<file path="config.mk">
export PLATFORM = sky130hd
export DESIGN_NAME = uart_rx
export DESIGN_NICKNAME = d
export VERILOG_FILES = /design/src/rtl/uart_rx.sv
export SDC_FILE = /design/constraint.sdc
export NUM_CORES = 1
export LEC_CHECK = 0
export BUFFER_PORTS_ARGS = -buffer_cell sky130_fd_sc_hd__buf_2
export CAP_MARGIN = 25
export CORE_MARGIN = 10
export CORE_UTILIZATION = 25
export DETAILED_ROUTE_END_ITERATION = 16
export GPL_ROUTABILITY_DRIVEN = 1
export GPL_TIMING_DRIVEN = 0
export HOLD_SLACK_MARGIN = 0.06
export PLACE_DENSITY = 0.46
export REMOVE_ABC_BUFFERS = 1
export SLEW_MARGIN = 20
export SYNTH_ARGS = -nofsm -noshare
export SYNTH_HDL_FRONTEND = slang
export SYNTH_SLANG_ARGS = --single-unit
</file>
<file path="constraint.sdc">
create_clock -name CLK -period 2.4 [get_ports CLK]
set_input_delay 0.24 -clock CLK [delete_from_list [all_inputs] [get_ports CLK]]
set_output_delay 0.24 -clock CLK [all_outputs]
set_load 0.01 [all_outputs]
</file>
<file path="src/rtl/uart_rx.sv">
// UART 8N1 receiver: two-flop synchronizer, falling-edge start detection,
// mid-bit sampling and one-cycle done / framing-error strobes.
module uart_rx #(
  parameter int BAUD_DIV = 5208
) (
  input  logic       CLK,
  input  logic       RSTn,
  input  logic       rs232_rx,
  output logic [7:0] rx_data,
  output logic       rx_done,
  output logic       frame_err,
  output logic       rx_busy
);

  localparam int CW = (BAUD_DIV > 1) ? $clog2(BAUD_DIV) : 1;
  localparam logic [CW-1:0] HALF_LAST = CW'(BAUD_DIV / 2 - 1);
  localparam logic [CW-1:0] BIT_LAST  = CW'(BAUD_DIV - 1);

  typedef enum logic [1:0] {
    IDLE,
    START,
    DATA,
    STOP
  } state_t;

  state_t          state_q, state_d;
  logic            sync1_q, sync2_q, prev_q;
  logic [CW-1:0]   cnt_q, cnt_d;
  logic [2:0]      bit_idx_q, bit_idx_d;
  logic [7:0]      shift_q, shift_d;
  logic [7:0]      rx_data_q, rx_data_d;
  logic            rx_done_q, rx_done_d;
  logic            frame_err_q, frame_err_d;
  logic            rx_busy_q, rx_busy_d;
  logic            rx_s;
  logic            fall;

  assign rx_s = sync2_q;
  assign fall = prev_q & ~rx_s;

  // Synchronizer and edge-detect history idle high so reset never looks like a start bit.
  always_ff @(posedge CLK or negedge RSTn) begin
    if (!RSTn) begin
      sync1_q <= 1'b1;
      sync2_q <= 1'b1;
      prev_q  <= 1'b1;
    end else begin
      sync1_q <= rs232_rx;
      sync2_q <= sync1_q;
      prev_q  <= sync2_q;
    end
  end

  always_ff @(posedge CLK or negedge RSTn) begin
    if (!RSTn) begin
      state_q     <= IDLE;
      cnt_q       <= '0;
      bit_idx_q   <= 3'd0;
      shift_q     <= 8'h00;
      rx_data_q   <= 8'h00;
      rx_done_q   <= 1'b0;
      frame_err_q <= 1'b0;
      rx_busy_q   <= 1'b0;
    end else begin
      state_q     <= state_d;
      cnt_q       <= cnt_d;
      bit_idx_q   <= bit_idx_d;
      shift_q     <= shift_d;
      rx_data_q   <= rx_data_d;
      rx_done_q   <= rx_done_d;
      frame_err_q <= frame_err_d;
      rx_busy_q   <= rx_busy_d;
    end
  end

  always_comb begin
    state_d     = state_q;
    cnt_d       = cnt_q;
    bit_idx_d   = bit_idx_q;
    shift_d     = shift_q;
    rx_data_d   = rx_data_q;
    rx_done_d   = 1'b0;
    frame_err_d = 1'b0;
    rx_busy_d   = rx_busy_q;

    unique case (state_q)
      IDLE: begin
        if (fall) begin
          state_d   = START;
          cnt_d     = '0;
          rx_busy_d = 1'b1;
        end
      end

      // A start bit that is high again at its midpoint was only a glitch.
      START: begin
        if (cnt_q == HALF_LAST) begin
          cnt_d = '0;
          if (rx_s) begin
            state_d   = IDLE;
            rx_busy_d = 1'b0;
          end else begin
            state_d   = DATA;
            bit_idx_d = 3'd0;
          end
        end else begin
          cnt_d = cnt_q + CW'(1);
        end
      end

      DATA: begin
        if (cnt_q == BIT_LAST) begin
          shift_d[bit_idx_q] = rx_s;
          cnt_d              = '0;
          if (bit_idx_q == 3'd7) begin
            state_d = STOP;
          end else begin
            bit_idx_d = bit_idx_q + 3'd1;
          end
        end else begin
          cnt_d = cnt_q + CW'(1);
        end
      end

      // Leaving at mid-stop-bit gives half a bit of slack for a following start edge.
      STOP: begin
        if (cnt_q == BIT_LAST) begin
          state_d   = IDLE;
          cnt_d     = '0;
          rx_busy_d = 1'b0;
          if (rx_s) begin
            rx_data_d = shift_q;
            rx_done_d = 1'b1;
          end else begin
            frame_err_d = 1'b1;
          end
        end else begin
          cnt_d = cnt_q + CW'(1);
        end
      end

      default: begin
        state_d   = IDLE;
        cnt_d     = '0;
        rx_busy_d = 1'b0;
      end
    endcase
  end

  assign rx_data   = rx_data_q;
  assign rx_done   = rx_done_q;
  assign frame_err = frame_err_q;
  assign rx_busy   = rx_busy_q;

endmodule

</file>
After elaboration in Yosys (flattened, before gate mapping):

Index checks and enable logic that the tools add are counted.

* flip-flop bits (word level): 40
* bits of input ports: 3

* add/subtract/negate cells: 2
* $lt $le $gt $ge: 2
* eq/ne operators: 14
* muxes and demuxes: 30
* bitwise gates (word level): 2
* reduce and logical (&&, ||, !) cells: 10

Operators with widths (number)
* $mux 13: 3
* $pmux 13 s3: 1
* $ne 2x2->1 const B: 8
* $reduce_and 5->1: 3
* $add 13x1->13 const B: 1
* $eq 13x12->1 const B: 1
* $eq 13x13->1 const B: 1
* $mux 2: 6
* $mux 3: 4
* $mux 1: 11
* $bwmux 8: 1
* $pmux 2 s4: 1
* $pmux 3 s2: 1
* $eq 2x2->1 const B: 2
* $lt 3x4->1 const B: 1
* $add 3x1->3 const B: 1
* $demux 1 s3: 1
* $eq 3x3->1 const B: 1
* $ge 3x1->1 const B: 1
* $pmux 1 s3: 1
* $reduce_and 3->1: 1
* $reduce_bool 3->1: 1
* $eq 2x1->1 const B: 1
* $logic_not 2->1: 1
* 6 further kinds: 6

Depth between registers and ports, before layout:

* word-level depth: 5
* mapped depth: 7
* gate-level depth less buffers: 6

Worst setup path after synthesis:

OpenSTA, ideal clock, no wires.

* kind: reg2reg
* start: register cnt_q[0]
* end: register cnt_q[7]
* library setup time: 0.154 ns
* data arrival time: 1.903 ns
* path slack: 0.342 ns
* stages on the path, launching flop included: 8
* path buffers: 1
* period minus slack after synthesis: 2.058 ns
* path through: dfrtp_1 -> ha_1 -> or3b_2 -> nor4_4 -> o2bb2ai_2 -> buf_6 -> a41oi_2 -> a31oi_1

* word-level cells in the longest chain between the ends: 3
* elaborated cells between the ends (all ways): 6
* those cells by class: add/sub: 1; eq/ne: 2; mux: 3

Ends and longest elaborated chain
* start: declaration: line 28 `logic [CW-1:0] cnt_q, cnt_d;`
* start signal: assignment: line 66 `cnt_q <= cnt_d;`
* $add 13x1->13 (tied with other cells): line 107, 121, 138
* $mux 13, on equally long branches: line 112, 127, 97
* $pmux 13 s3 *: line 86 `unique case (state_q)`

Mark *: on every way between the ends. The rest lies on a longest branch, timed or not.
A chain may end at the register's enable or synchronous reset.

Worst setup path after layout:

* start: register cnt_q[0]
* end: register cnt_q[3]

Same word-level chain as after synthesis.

==> results.tsv <==
metric	value	unit
Adder-Cell Fraction of Synth Area	1.82	%
final core utilization	28.6	%
Clock power frac	29.1	%
Post-DP HPWL	2.80	mm
Slew HR	43.5	%
Num Clock Sinks	40	
Total GRT Usage	7.03	%
CP peak stage delay	0.53	ns
Clock transition at path regs	0.08	ns
final setup violation count	0	
worst hold path type	input port to async pin	
CP max stage cell	or3b_2	
#FFs+latches synth	40	
synthesis-to-layout area growth	12.6	%
type of origin of the critical path	flop	
number of DRC markers in iteration 0	68	
R2R depth	6	
first-pass GRT wire length	7.19	mm
number of global-route vias before repair	1348	
antenna violations before repair	0	
commonest non-fill, non-tap cells in the layout	dfrtp_1, nand2_1, mux2_2	
site row count	33	
f_max	0.451	GHz
Max Cap Viol	0	
post-synthesis compound-gate area fraction	11.3	%
fin crit share	92.5	%
RSZ-0062 raised after global routing	false	
post-synth cell types	44	
Clock Skew	0.00653	ns
CTS tree	yes	
r2r setup slk	0.18	ns
min Tclk post-route	2.22	ns
worst vdd ir	0.273	mV
mean post-synth cell area	10.9	sq um
XOR/XNOR Fraction of Synth Area	0.424	%
Final Wtd Congestion	0.715	
antenna viol nets, final	0	
vias	1407	
RR Endpoint	cnt_q[3]	
clk root buf	clkbuf_8	
full die area	12300	sq um
Switching Share	32.6	%
CTS Buffer Depth	2	
Synth Warn #	0	
final worst slack	0.181	ns
placed cell count	297	
largest family of logic cells by synthesized area	simple AND/OR/NAND/NOR gates	
DR WL/cell	13.5	um
crit path DAT	2.41	ns
drt total wl	4.17	mm
Sw Pwr	0.000493	W
CTS Buf Count	5	
Req. time, crit path	2.59	ns
Starting Density	25.4	%
Pint	0.00102	W
CP Cell Sequence	ha_1, or3b_2, nor4_4, o2bb2ai_4, a21o_1, a22o_1	
Lkg Pwr	1.02	nW
num ports	14	
H-tree depth	2	
Cell Pwr Density	651	nW/um^2
vias per cell	4.57	
simple-gate share of the synthesized area	23.3	%
Nets	209	
final hold violations	0	
clock insertion delay at the later pin of the skew report	0.29	ns
GRT overflow	0	
Comb power frac	19.5	%
DRC	0	
hold_ws	0.328	ns
layout cells sized above 1	27.6	%
CP max FO	22	
Final Max Slew Viols	0	
sequential area share after synthesis	48.7	%
largest net degree at the start of global routing	41	
pre-CTS WS	-0.0548	ns
commonest non-fill, non-tap cell in the layout	dfrtp_1	
Core ar.	8130	sq um
CP endpoint kind	flop	
Reg power frac	51.4	%
diode count	0	
port bufs	13	
Cell Area, Synth	2060	sq um
status	finished clean	
Syn Inst Count	190	
TritonRoute pass-1 iters	4	
CP Class	flop to flop	
R2R Path Start	cnt_q[0]	
Slew @ Worst Pin	0.840	ns
die width	111	um
Die Y	111	um
Post-Layout Cell Count	308	
multiplexer area fraction after synthesis	9.64	%
## layer usage
metal	global-route usage, %	share of wire [%]	vias up
met5	0	0	-
met4	2.86	1.4	0
met3	2.44	3.9	7
met2	9.79	44	17
met1	9.57	51	678
li1	-	-	705
## state kept, by name, summed over array words and instances (netlist names), named ones only
signal / flops
rx_done: 1
rx_data: 8
prev_q: 1
bit_idx_q: 3
rx_busy: 1
state_q: 1
frame_err: 1
shift_q: 8
cnt_q: 13
sync1_q: 1
rx_s: 1
## cells by family after synthesis
logic type | after synthesis
and+or+nand+nor | 74
DFF | 40
AOI/OAI and AO/OA | 37
muxes | 18
buffers and inverters | 17
adders and majority gates | 3
xor gates and xnor gates | 1
## area by class of cell
type | instances | area (sq um)
Multi-Input combinational cell | 133 | 971
Clock buffer | 5 | 68.8
Fill cell | 841 | 5810
Clock inverter | 2 | 12.5
Inverter | 6 | 22.5
Timing Repair Buffer | 17 | 113
Sequential cell | 40 | 1000
Tap cell | 105 | 131
## metrics by stage
stage                     TNS, ns  area (sq um)  total power, W
after floorplan                 0          1990        0.000981
final                           0          2320         0.00151
after detailed placement  -0.0920          2180         0.00108
after global routing            0          2320         0.00162
after CTS                       0          2290         0.00154
after global placement    -0.0584          2180         0.00108
## worst max path at each step
| stage | start | endpoint | slack [ns] | cells past startpoint |
|---|---|---|---|---|
| after floorplan | cnt_q[0] | cnt_q[3] | 0.23 | 6 |
| after global placement | cnt_q[0] | cnt_q[3] | -0.05 | 6 |
| after detailed placement | cnt_q[0] | cnt_q[3] | -0.05 | 6 |
| after CTS | cnt_q[0] | cnt_q[3] | 0.007 | 6 |
| after global routing | cnt_q[0] | cnt_q[3] | 0.07 | 6 |
| final | cnt_q[0] | cnt_q[3] | 0.18 | 6 |
## worst max-delay path: cells and delay by family, from the launching register on
| family | cells | cell delay, ns |
|---|---|---|
| adder cells (fa/ha/maj) | 1 | 0.24 |
| AND/OR/NAND/NOR | 2 | 0.84 |
| AO/OA/AOI/OAI | 3 | 0.60 |
| flip-flops | 1 | 0.42 |
## power groups by stage
stage	Combinational [W]	Clock (W)	Sequential [W]
global placement	0.000285	0	0.000791
global route	0.000341	0.000493	0.000788
floorplan	0.000211	0	0.000770
detailed placement	0.000284	0	0.000792
finish	0.000295	0.000441	0.000777
CTS	0.000296	0.000464	0.000779
## synthesized netlist by cell type (all sizes together)
library cell	number	area share, %
and3	3	0.91
clkbuf	4	0.73
a21oi	10	2.4
dfrtp	37	45
a41oi	1	0.79
mux2	15	8.2
dfstp	3	3.8
nand4	1	0.30
o22ai	1	0.30
o2bb2ai	1	0.73
nor3b	4	2.0
o31ai	1	0.36
or3b	2	0.85
mux2i	3	1.5
and4	2	0.97
o21ai	12	2.9
a31oi	6	1.8
a21boi	1	0.36
a21o	1	0.36
o21a	1	0.36
buf	7	3.0
and4bb	3	1.8
nor4	2	2.1
o22a	1	0.42
or4b	2	1.2
nand2	21	3.8
nor3	3	0.97
or2b	1	0.36
nand3	14	4.0
ha	3	1.8
nand3b	3	1.1
xor2	1	0.42
nand2b	2	0.61
or3	1	0.55
nor2	10	1.8
a22o	1	0.42
inv	6	1.1
## repair_timing
| action | in CTS | in global routing |
|---|---|---|
| gates resized for setup | 1 | 0 |
| setup endpoints to repair | 4 | 9 |
| buffers inserted | 0 | 1 |
| hold buffers | 1 | 1 |
| gates cloned | 0 | 0 |
| pin swaps | 0 | 1 |
| hold endpoints to repair | 1 | 8 |
(Power assumes the default switching activity.)
